--- src/rtl/sgmii_an_rx.sv ---
// SGMII auto-negotiation receive side: parses /C/ and /I/ ordered sets from decoded code groups
// and tracks ability match, acknowledge match and negotiation completion.
module sgmii_an_rx #(
  parameter int unsigned MATCH_CNT = 3,
  parameter int unsigned IDLE_CNT  = 4
) (
  input  logic        clock,
  input  logic        reset,
  input  logic        rx_valid,
  input  logic [7:0]  rx_data,
  input  logic        rx_is_k,
  input  logic        an_restart,
  output logic [15:0] partner_config,
  output logic        ability_match,
  output logic        ack_match,
  output logic        an_complete,
  output logic        link_up,
  output logic        full_duplex,
  output logic [1:0]  speed,
  output logic        set_error
);

  localparam int unsigned MW = $clog2(MATCH_CNT + 1);
  localparam int unsigned IW = $clog2(IDLE_CNT + 1);
  localparam logic [MW-1:0] MatchMax = MW'(MATCH_CNT);
  localparam logic [IW-1:0] IdleMax  = IW'(IDLE_CNT);

  localparam logic [7:0] K28_5 = 8'hBC;
  localparam logic [7:0] D21_5 = 8'hB5;
  localparam logic [7:0] D2_2  = 8'h42;
  localparam logic [7:0] D5_6  = 8'hC5;
  localparam logic [7:0] D16_2 = 8'h50;
  // Bit 14 is the acknowledge bit and does not take part in word comparison.
  localparam logic [15:0] CmpMask = 16'hBFFF;

  typedef enum logic [1:0] {StHunt, StComma, StCLo, StCHi} state_e;

  state_e          state_q, state_d;
  logic [7:0]      lo_q;
  logic [15:0]     prev_q;
  logic [15:0]     partner_q, partner_d;
  logic [MW-1:0]   match_cnt_q, match_cnt_d;
  logic [MW-1:0]   ack_cnt_q, ack_cnt_d;
  logic [IW-1:0]   idle_cnt_q, idle_cnt_d;
  logic            complete_q, complete_d;
  logic            set_error_q;

  logic            word_done, idle_seen, frame_err, lo_en;
  logic [15:0]     word;

  assign word = {rx_data, lo_q};

  // State register; an_restart acts exactly like reset and wins over a completing word.
  always_ff @(posedge clock) begin
    if (reset || an_restart) begin
      state_q     <= StHunt;
      lo_q        <= '0;
      prev_q      <= '0;
      partner_q   <= '0;
      match_cnt_q <= '0;
      ack_cnt_q   <= '0;
      idle_cnt_q  <= '0;
      complete_q  <= 1'b0;
      set_error_q <= 1'b0;
    end else begin
      state_q     <= state_d;
      partner_q   <= partner_d;
      match_cnt_q <= match_cnt_d;
      ack_cnt_q   <= ack_cnt_d;
      idle_cnt_q  <= idle_cnt_d;
      complete_q  <= complete_d;
      set_error_q <= frame_err;
      if (lo_en) lo_q <= rx_data;
      if (word_done) prev_q <= word;
    end
  end

  always_comb begin
    state_d = state_q;
    if (rx_valid) begin
      unique case (state_q)
        StHunt:  if (rx_is_k && rx_data == K28_5) state_d = StComma;
        StComma: begin
          if (rx_is_k) state_d = (rx_data == K28_5) ? StComma : StHunt;
          else if (rx_data == D21_5 || rx_data == D2_2) state_d = StCLo;
          else state_d = StHunt;
        end
        StCLo:   state_d = rx_is_k ? StHunt : StCHi;
        StCHi:   state_d = StHunt;
        default: state_d = StHunt;
      endcase
    end
  end

  always_comb begin
    word_done = 1'b0;
    idle_seen = 1'b0;
    frame_err = 1'b0;
    lo_en     = 1'b0;
    if (rx_valid) begin
      unique case (state_q)
        StHunt: ;
        StComma: begin
          if (rx_is_k) frame_err = (rx_data != K28_5);
          else if (rx_data == D5_6 || rx_data == D16_2) idle_seen = 1'b1;
          else if (rx_data != D21_5 && rx_data != D2_2) frame_err = 1'b1;
        end
        StCLo: begin
          frame_err = rx_is_k;
          lo_en     = !rx_is_k;
        end
        StCHi: begin
          frame_err = rx_is_k;
          word_done = !rx_is_k;
        end
        default: ;
      endcase
    end
  end

  // Match / acknowledge / idle bookkeeping for completed words and /I/ sets.
  always_comb begin
    match_cnt_d = match_cnt_q;
    ack_cnt_d   = ack_cnt_q;
    idle_cnt_d  = idle_cnt_q;
    complete_d  = complete_q;
    partner_d   = partner_q;
    if (word_done) begin
      idle_cnt_d = '0;
      if (word == 16'h0000) begin
        match_cnt_d = '0;
        ack_cnt_d   = '0;
        complete_d  = 1'b0;
      end else if (match_cnt_q != '0 && (word & CmpMask) == (prev_q & CmpMask)) begin
        if (match_cnt_q != MatchMax) match_cnt_d = match_cnt_q + MW'(1);
        if (!word[14]) ack_cnt_d = '0;
        else if (ack_cnt_q != MatchMax) ack_cnt_d = ack_cnt_q + MW'(1);
      end else begin
        // First word of a new run; an acknowledge run needs a preceding equal word.
        match_cnt_d = MW'(1);
        ack_cnt_d   = '0;
        complete_d  = 1'b0;
      end
      if (match_cnt_d == MatchMax) partner_d = word;
    end else if (idle_seen && ack_cnt_q == MatchMax) begin
      if (idle_cnt_q != IdleMax) idle_cnt_d = idle_cnt_q + IW'(1);
      if (idle_cnt_d == IdleMax) complete_d = 1'b1;
    end
  end

  assign partner_config = partner_q;
  assign ability_match  = (match_cnt_q == MatchMax);
  assign ack_match      = (ack_cnt_q == MatchMax);
  assign an_complete    = complete_q;
  assign link_up        = complete_q & partner_q[15];
  assign full_duplex    = complete_q & partner_q[12];
  assign speed          = complete_q ? partner_q[11:10] : 2'b00;
  assign set_error      = set_error_q;

endmodule

--- config.mk ---
export PLATFORM = sky130hd
export DESIGN_NAME = sgmii_an_rx
export DESIGN_NICKNAME = d
export VERILOG_FILES = /design/src/rtl/sgmii_an_rx.sv
export SDC_FILE = /design/constraint.sdc
export NUM_CORES = 1
export LEC_CHECK = 0
export ABC_AREA = 1
export CAP_MARGIN = 20
export CORE_ASPECT_RATIO = 2
export CORE_MARGIN = 4
export CORE_UTILIZATION = 30
export DETAILED_ROUTE_END_ITERATION = 7
export PLACE_DENSITY = 0.58
export SKIP_CTS_REPAIR_TIMING = 1
export SLEW_MARGIN = 20
export SYNTH_ARGS = -nofsm -noshare
export SYNTH_HDL_FRONTEND = slang
export SYNTH_SLANG_ARGS = --single-unit
--- constraint.sdc ---
create_clock -name clock -period 3.35 [get_ports clock]
set_input_delay 0.67 -clock clock [delete_from_list [all_inputs] [get_ports clock]]
set_output_delay 0.67 -clock clock [all_outputs]
set_load 0.01 [all_outputs]
### After elaboration in Yosys (flattened, before gate mapping)

Cells that the tools add are included.

* eq/ne operators: 22
* bitwise operators: 3
* reduce and logical (&&, ||, !) cells: 20
* $add $sub $neg: 3
* multiplexer cells: 35

Operators with widths (number)
* two-way mux 2 bit: 13
* equality test 8 bit, second input constant: 3
* two-way mux 1 bit: 17
* equality test 8 x 7 -> 1 bit, second input constant: 2
* logical NOT 16 bit: 1
* != test 8 bit, second input constant: 2
* equality test 15 bit: 1
* equality test 2 bit, second input constant: 5
* two-way mux 3 bit: 3
* != test 8 x 7 -> 1 bit, second input constant: 1
* case mux 2 bit (4 select lines): 1
* != test 2 bit, second input constant: 3
* != test 3 bit, second input constant: 2
* AND reduction 2 bit: 3
* nonzero test 2 bit: 3
* OR reduction 2 bit: 3
* adder 2 x 1 -> 2 bit, second input constant: 2
* logical AND 1 bit: 4
* != test 4 x 3 -> 1 bit, second input constant: 1
* adder 3 x 1 -> 3 bit, second input constant: 1
* equality test 3 bit, second input constant: 1
* logical OR 1 bit: 3
* AND reduction 3 bit: 1
* bitwise AND 1 bit: 2
* 5 further kinds: 5

* flip-flop bits (word level): 51
* word-level logic and storage cells: 92

### Longest topological paths before layout

Gate-level depths: netlist of run 1.

* depth in word-level cells: 13
* mapped depth: 12
* depth with buffers taken out: 11

### Least setup slack after synthesis of run 1

No wires, ideal clock.

* path type: in2reg
* from: input rx_data[5]
* to: register partner_q[14] (netlist: partner_config[14])
* buffers on the path: 1
* stages: 12
* data required time: 3.237 ns
* arrival: 1.632 ns
* path slack: 1.605 ns
* cell sequence: inv_2 > nand2_1 > nand2_1 > nor2_1 > nand2_1 > nor2_4 > nand3_4 > nor2_8 > buf_6 > nand3_1 > nand2_1 > nor2_1

* cells in the longest elaborated chain, start to end: 7
* elaborated cells on any way between the ends: 8
* those cells by class: 2 x eq/ne; 3 x mux; 3 x reduce/logical

RTL lines
* start: declaration: line 10 `input logic [7:0] rx_data,`
* equality test 15 bit: line 134 `end else if (match_cnt_q != '0 && (word & CmpMask) == (prev_q & CmpMask)) begin`
* logical AND 1 bit: line 134
* two-way mux 2 bit: line 134
* two-way mux 2 bit *: line 130 `if (word == 16'h0000) begin`
* two-way mux 2 bit *: line 128 `if (word_done) begin`
* equality test 2 bit *: line 144 `if (match_cnt_d == MatchMax) partner_d = word;`
* AND reduction 2 bit (no source line) *
* end signal: assignment: line 67 `partner_q <= partner_d;`
* end: declaration: line 41 `logic [15:0] partner_q, partner_d;`

Mark *: on every way between the ends. The rest lies on a longest branch, timed or not. The select of a mux whose other input is x is not followed.
A chain may end at the register's enable or synchronous reset.

### Worst setup path after layout of run 1

* from: input rx_data[6]
* to: register idle_cnt_q[1]

* cells in the longest elaborated chain, start to end: 7
* elaborated cells on any way between the ends: 8
* those cells by class: 2 x eq/ne; 4 x mux; 2 x reduce/logical

RTL lines
* equality test 8 bit or equality test 8 x 7 -> 1 bit (tied branches): line 105 `else if (rx_data == D5_6 || rx_data == D16_2) idle_seen = 1'b1;`
* logical OR 1 bit *: line 105
* two-way mux 1 bit *: line 105
* two-way mux 1 bit *: line 104 `if (rx_is_k) frame_err = (rx_data != K28_5);`
* two-way mux 1 bit *: line 101 `unique case (state_q)`
* two-way mux 1 bit *: line 100 `if (rx_valid) begin`
* logical AND 1 bit *: line 145 `end else if (idle_seen && ack_cnt_q == MatchMax) begin`
* end signal: assignment: line 70 `idle_cnt_q <= idle_cnt_d;`
* end: declaration: line 44 `logic [IW-1:0] idle_cnt_q, idle_cnt_d;`

Mark *: on every way between the ends. The rest lies on a longest branch, timed or not.

==> flow_summary.yaml, run 1 <==
grt:
  antenna_found_initial: 0
  grt_pass1_vias: 2546
  grt_max_degree: 18
  track_usage_pct: 15.8
  grt_pass1_wl_um: 12300
  grt_overflow_total: 0
power:
  ir_drop_uv: 225
  p_leak_nw: 1.28
  powerDensity_mw_per_mm2: 391
synth:
  netlist_area_mm2: 0.00257
  synthCells: 384
  ys_types: 29
  synth_warnings: 0
  syn_nets: 400
  syn_avg_cell_area_um2: 6.69
  synth-seq-cells: 50
  ys_seq_area_share_pct: 38.9
clocking:
  insertion_delay_ns: 0.29
  htree_num_levels: 2
  tritoncts: "built"
  clkTransAtPathRegs_ns: 0.07
  clk_path_buf_depth: 2
  cts_buffers: 5
  clock_sinks: 50
  cts_root_buf: "clkbuf_16"
hold_path:
  min_from: "partner_config[2]$_SDFFE_PP0P_"
  min_delay_path_depth: 2
  whs_endpoint: "partner_config[2]$_SDFFE_PP0P_"
  hold_class: "reg2reg"
worst_setup_path:
  r2r-start: "match_cnt_q[0]$_SDFFE_PP0N_"
  required_ns: 3.53
  cp_common_cell: "nand3_1"
  reg2regPathDepth: 11
  crit_fanout: 5
  crit_arrival_ns: 2.62
  criticalPathCategory: "in2reg"
  cp-start-kind: "input pin"
  cp-end-kind: "flip-flop"
  slowest_stage: "clkdlybuf4s50_1"
  crit_family: "buffers and inverters"
  r2r-end: "partner_config[10]$_SDFFE_PP0P_"
  cpPeakStageDelay_ns: 0.63
  r2r_slack_ns: 1.61
  path_cells: "clkdlybuf4s50_1, inv_1, nor2_1, nand3_1, o22ai_1, nand3_1, o21ai_0, a21oi_1"
  critPathBufInv: 2
route:
  route.met2.wl_um: 4100
  met1_length_um: 2730
  dr_wl_met3_um: 252
  highest_layer: "met4"
  vias_per_cell: 4.84
  first_pass_iters: 4
  wl_um: 7470
  wl_per_cell_um: 14.3
  drc: 0
  detail-route-antenna-nets: 0
  drt_first_iter_violations: 130
  num_vias: 2524
placement:
  port_buffers: 36
  place_hpwl_um: 6030
  postPlaceCellArea_mm2: 0.00303
  place.gp.congestion: 1.01
cells_and_area:
  final_common_cell: "nand2_1"
  fill_cells: 897
  design_area_mm2: 0.00319
  area_delta_synth_final_pct: 24.3
  final_nets: 438
  final_cell_mix: "100 x nand2_1, 66 x nor2_1, 50 x dfxtp_1, 36 x clkdlybuf4s50_1, 30 x inv_1"
  antenna_cells: 0
  drive_gt1_share_pct: 11.1
timing:
  setup_violations: 0
  slew_viol_final: 0
  maxSlewHeadroom_pct: 59.1
  rsz0062_at_grt: "no"
  hold_viol: 0
  max_slew.worst_pin.slew_ns: 0.612
  finClkSkew_ns: 0.00559
  clock.fmax_mhz: 410
  finalSetupTns_ns: 0
  min_period_ns: 2.44
  period_share_pct: 72.8
floorplan:
  die_x_um: 73.4
  initial_utilization_pct: 31.0
  ioPinCount: 37
  dieArea_mm2: 0.0102
  die_h_um: 139
  row_count: 47
  core_mm2: 0.00829
job:
  max_cap_viol_count: 0
run_status:
  status: "complete, no violations"
-- synth_stat cells --
cell       count  share of area (%)
nand4_4        1               0.83
buf_6          3                1.3
inv_2         20                2.9
o22ai_1       15                3.7
nor2_1        67                9.8
nor2_8         1               0.78
buf_2          3               0.58
nand4_1        9                2.2
nand2_2        2               0.49
nand3_1       27                5.3
inv_1         30                4.4
nor3_2         1               0.39
o21ai_0       19                3.7
buf_1          1               0.15
or3_1          1               0.24
a21oi_1       15                2.9
o21ai_1        1               0.19
xor2_1         1               0.34
nand3_4        1               0.68
o2111ai_1      1               0.34
dfxtp_1       50                 39
a311oi_1       1               0.34
nor2_2         1               0.24
clkbuf_1       3               0.44
nor4_1         1               0.24
nor2_4         5                2.2
nand2_1      100                 15
nand3_2        1               0.39
ha_1           3                1.5
-- cell type report --
class | instances | area, um2 | share of cell area (%)
well taps | 98 | 123 | 3.84
clock inverters | 3 | 40.0 | 1.25
clock buffers | 5 | 125 | 3.92
flip-flops and latches | 50 | 1000 | 31.3
inverters | 50 | 188 | 5.88
multi-input cells | 274 | 1320 | 41.3
repair buffers | 41 | 398 | 12.5
-- power by group --
part / internal [mW] / switching, mW
Combinational: 0.0292 / 0.0497
Sequential: 0.594 / 0.000257
Clock: 0.350 / 0.225
-- layer usage --
metal | global-route usage, % | up-vias
li1 | - | 1315
met1 | 15.9 | 1134
met2 | 29.0 | 56
met3 | 2.39 | 19
met4 | 9.17 | 0
met5 | 0 | -
-- cells by family (layout without fill, tap and decap cells) --
| group | count (synthesis) | count (layout) | share of synthesized area, % |
|---|---|---|---|
| AOI/OAI and AO/OA | 52 | 52 | 11.1 |
| xor gates and xnor gates | 1 | 1 | 0.341 |
| adders and majority gates | 3 | 3 | 1.46 |
| buffers and inverters | 60 | 99 | 9.79 |
| DFF | 50 | 50 | 38.9 |
| and+or+nand+nor | 218 | 218 | 38.3 |
-- worst reg2reg max path, cell delays in order (launching register included) --
cell     delay (ns)
dfxtp_1        0.43
inv_2          0.07
nand2_1        0.12
nand2_1        0.07
nor2_1         0.10
nand2_1        0.09
nor2_4         0.16
nand3_4        0.13
nor2_8         0.20
nand3_1        0.14
nand2_1        0.09
nor2_1         0.04
-- flip-flops by register name, summed over array words and instances, names as in the netlist --
| name | cells |
|---|---|
| match_cnt_q | 2 |
| partner_config | 16 |
| set_error | 1 |
| prev_q | 15 |
| idle_cnt_q | 3 |
| lo_q | 8 |
| state_q | 2 |
| ack_cnt_q | 2 |
| an_complete | 1 |
-- through the flow --
stage	hold WS, ns	worst slack, ns	power, mW	cells	utilization, %
after floorplan	0.456	1.61	0.647	384	-
after global placement	0.466	0.604	0.688	513	36.5
after detailed placement	0.471	0.595	0.687	513	36.5
after CTS	0.486	0.905	1.26	521	38.5
after global routing	0.506	0.726	1.30	521	38.5
final	0.481	0.912	1.25	521	38.5
-- how the worst max path moves through the flow --
stage               start                         endpoint  slack, ns  depth (start not counted)
6_report       rx_data[6]       idle_cnt_q[1]$_SDFFE_PP0P_       0.91                          8
3_5_place_dp   rx_data[6]       idle_cnt_q[1]$_SDFFE_PP0P_       0.59                          8
3_3_place_gp   rx_data[6]       idle_cnt_q[1]$_SDFFE_PP0P_       0.60                          8
5_1_grt        rx_data[6]       idle_cnt_q[1]$_SDFFE_PP0P_       0.73                          8
4_1_cts        rx_data[6]       idle_cnt_q[1]$_SDFFE_PP0P_       0.90                          8
2_1_floorplan  rx_data[5]  partner_config[14]$_SDFFE_PP0P_       1.61                         12
(Power assumes the default switching activity.)
==> run 2, diff against run 1 <==
--- a/config.mk
+++ b/config.mk
@@ -11,7 +11,7 @@
 export CORE_MARGIN = 4
 export CORE_UTILIZATION = 30
 export DETAILED_ROUTE_END_ITERATION = 7
-export PLACE_DENSITY = 0.58
+export PLACE_DENSITY = 0.6
 export SKIP_CTS_REPAIR_TIMING = 1
 export SLEW_MARGIN = 20
 export SYNTH_ARGS = -nofsm -noshare
==> constraint.sdc (replaced) <==
create_clock -name clock -period 2 [get_ports clock]
set_input_delay 0.4 -clock clock [delete_from_list [all_inputs] [get_ports clock]]
set_output_delay 0.4 -clock clock [all_outputs]
set_load 0.01 [all_outputs]
==> flow_summary.yaml, run 2 (synthesized netlist as in run 1, its figures left out) <==
timing:
  slew_viol_final: 0
  rsz0062_at_grt: "no"
  min_period_ns: 1.88
  maxSlewHeadroom_pct: 79.1
  setup_ws_ns: 0.121
  finClkSkew_ns: 0.00641
  clock.fmax_mhz: 532
  period_share_pct: 93.9
  max_slew.worst_pin.slew_ns: 0.310
  setup_violations: 0
  finalSetupTns_ns: 0
  hold_viol: 0
  hold_slack_ns: 0.485
floorplan:
  initial_utilization_pct: 31.0
  die_h_um: 139
  row_count: 47
  dieArea_mm2: 0.0102
  ioPinCount: 37
  die_x_um: 73.4
  core_mm2: 0.00829
job:
  max_cap_viol_count: 0
placement:
  placed_cells: 549
  port_buffers: 36
  place_hpwl_um: 6320
  place.gp.congestion: 0.897
  dp_slack_ns: -0.367
power:
  ir_drop_uv: 395
  report.power.total_mw: 2.30
  p_leak_nw: 1.55
  powerDensity_mw_per_mm2: 643
route:
  wl_um: 7850
  detail-route-antenna-nets: 0
  drt_first_iter_violations: 97
  vias_per_cell: 4.81
  wl_per_cell_um: 14.0
  drc: 0
  num_vias: 2696
  first_pass_iters: 6
cells_and_area:
  largest_reg_flops: 16
  area_delta_synth_final_pct: 39.1
  final_nets: 477
  final_cell_mix: "100 x nand2_1, 67 x nor2_1, 50 x dfxtp_1, 40 x buf_4"
  drive_gt1_share_pct: 18.4
  final_common_cell: "nand2_1"
  fin_cells: 560
  antenna_cells: 0
clocking:
  cts_buffers: 5
  tritoncts: "built"
  clk_path_buf_depth: 2
  cts_root_buf: "clkbuf_16"
  insertion_delay_ns: 0.29
  clock_sinks: 50
  clkTransAtPathRegs_ns: 0.07
  htree_num_levels: 2
run_status:
  status: "complete, no violations"
worst_setup_path:
  cp-start-kind: "flip-flop"
  required_ns: 1.60
  crit_arrival_ns: 1.48
  criticalPathCategory: "reg2out"
  crit_fanout: 4
  cp-end-kind: "primary output"
grt:
  track_usage_pct: 16.1
  grt_pass1_vias: 2717
  grt_pass1_wl_um: 12700
  antenna_found_initial: 0
  grt_overflow_total: 0
  grt_max_degree: 23
hold_path:
  hold_class: "reg2reg"
==> run 2: cell types whose count changed in the layout (fill, tap and decap cells not counted), sizes merged <==
cell and change:
buf +38, clkinv -2, clkdlybuf4s50 -6, dlymetal6s2s +6, nor2 +1, clkbuf +1, bufinv +1
==> run 2: path summary, 6_finish.rpt <==
path / start / endpoint / slack [ns] / depth (start not counted)
setup reg to reg: lo_q[7]$_SDFFE_PP0P_ / partner_config[2]$_SDFFE_PP0P_ / 0.24 / 11
hold reg to reg: partner_config[8]$_SDFFE_PP0P_ / partner_config[8]$_SDFFE_PP0P_ / 0.48 / 2
hold / removal: partner_config[8]$_SDFFE_PP0P_ / partner_config[8]$_SDFFE_PP0P_ / 0.48 / 2
setup / recovery: ack_cnt_q[0]$_SDFFE_PP0P_ / ack_match / 0.12 / 2
==> run 2: where the power goes <==
| group | switching [mW] | internal [mW] |
|---|---|---|
| Sequential | 0.000533 | 0.996 |
| Clock | 0.384 | 0.751 |
| Combinational | 0.0903 | 0.0771 |
| Total | 0.474 | 1.82 |
==> run 2: metrics by stage <==
step                cell area, um2  utilization (%)
CTS                           3520             42.5
finish                        3570             43.1
floorplan                     2570                -
global route                  3570             43.1
detailed placement            3320             40.1
global placement              3320             40.1
==> run 2: per-layer routing <==
metal / up-vias / GRT usage (%) / part of all wire (%)
met2: 73 / 29.8 / 56
met4: 0 / 10.0 / 5.3
li1: 1394 / - / -
met1: 1205 / 15.5 / 35
met5: - / 0 / 0
met3: 24 / 2.47 / 4.0
==> run 2: cell type report <==
cell class                      count  area (um2)
Tap cell                           98         123
Fill cell                         872        4720
Clock inverter                      2        60.1
Timing Repair Buffer               79         736
Multi-Input combinational cell    275        1330
Inverter                           50         188
Clock buffer                        6         139
Sequential cell                    50        1000
==> run 2: worst max-delay path, stage by stage (launching register included) <==
cell and delay (ns):
dfxtp_1 0.37, ha_1 0.25, clkdlybuf4s50_1 0.56
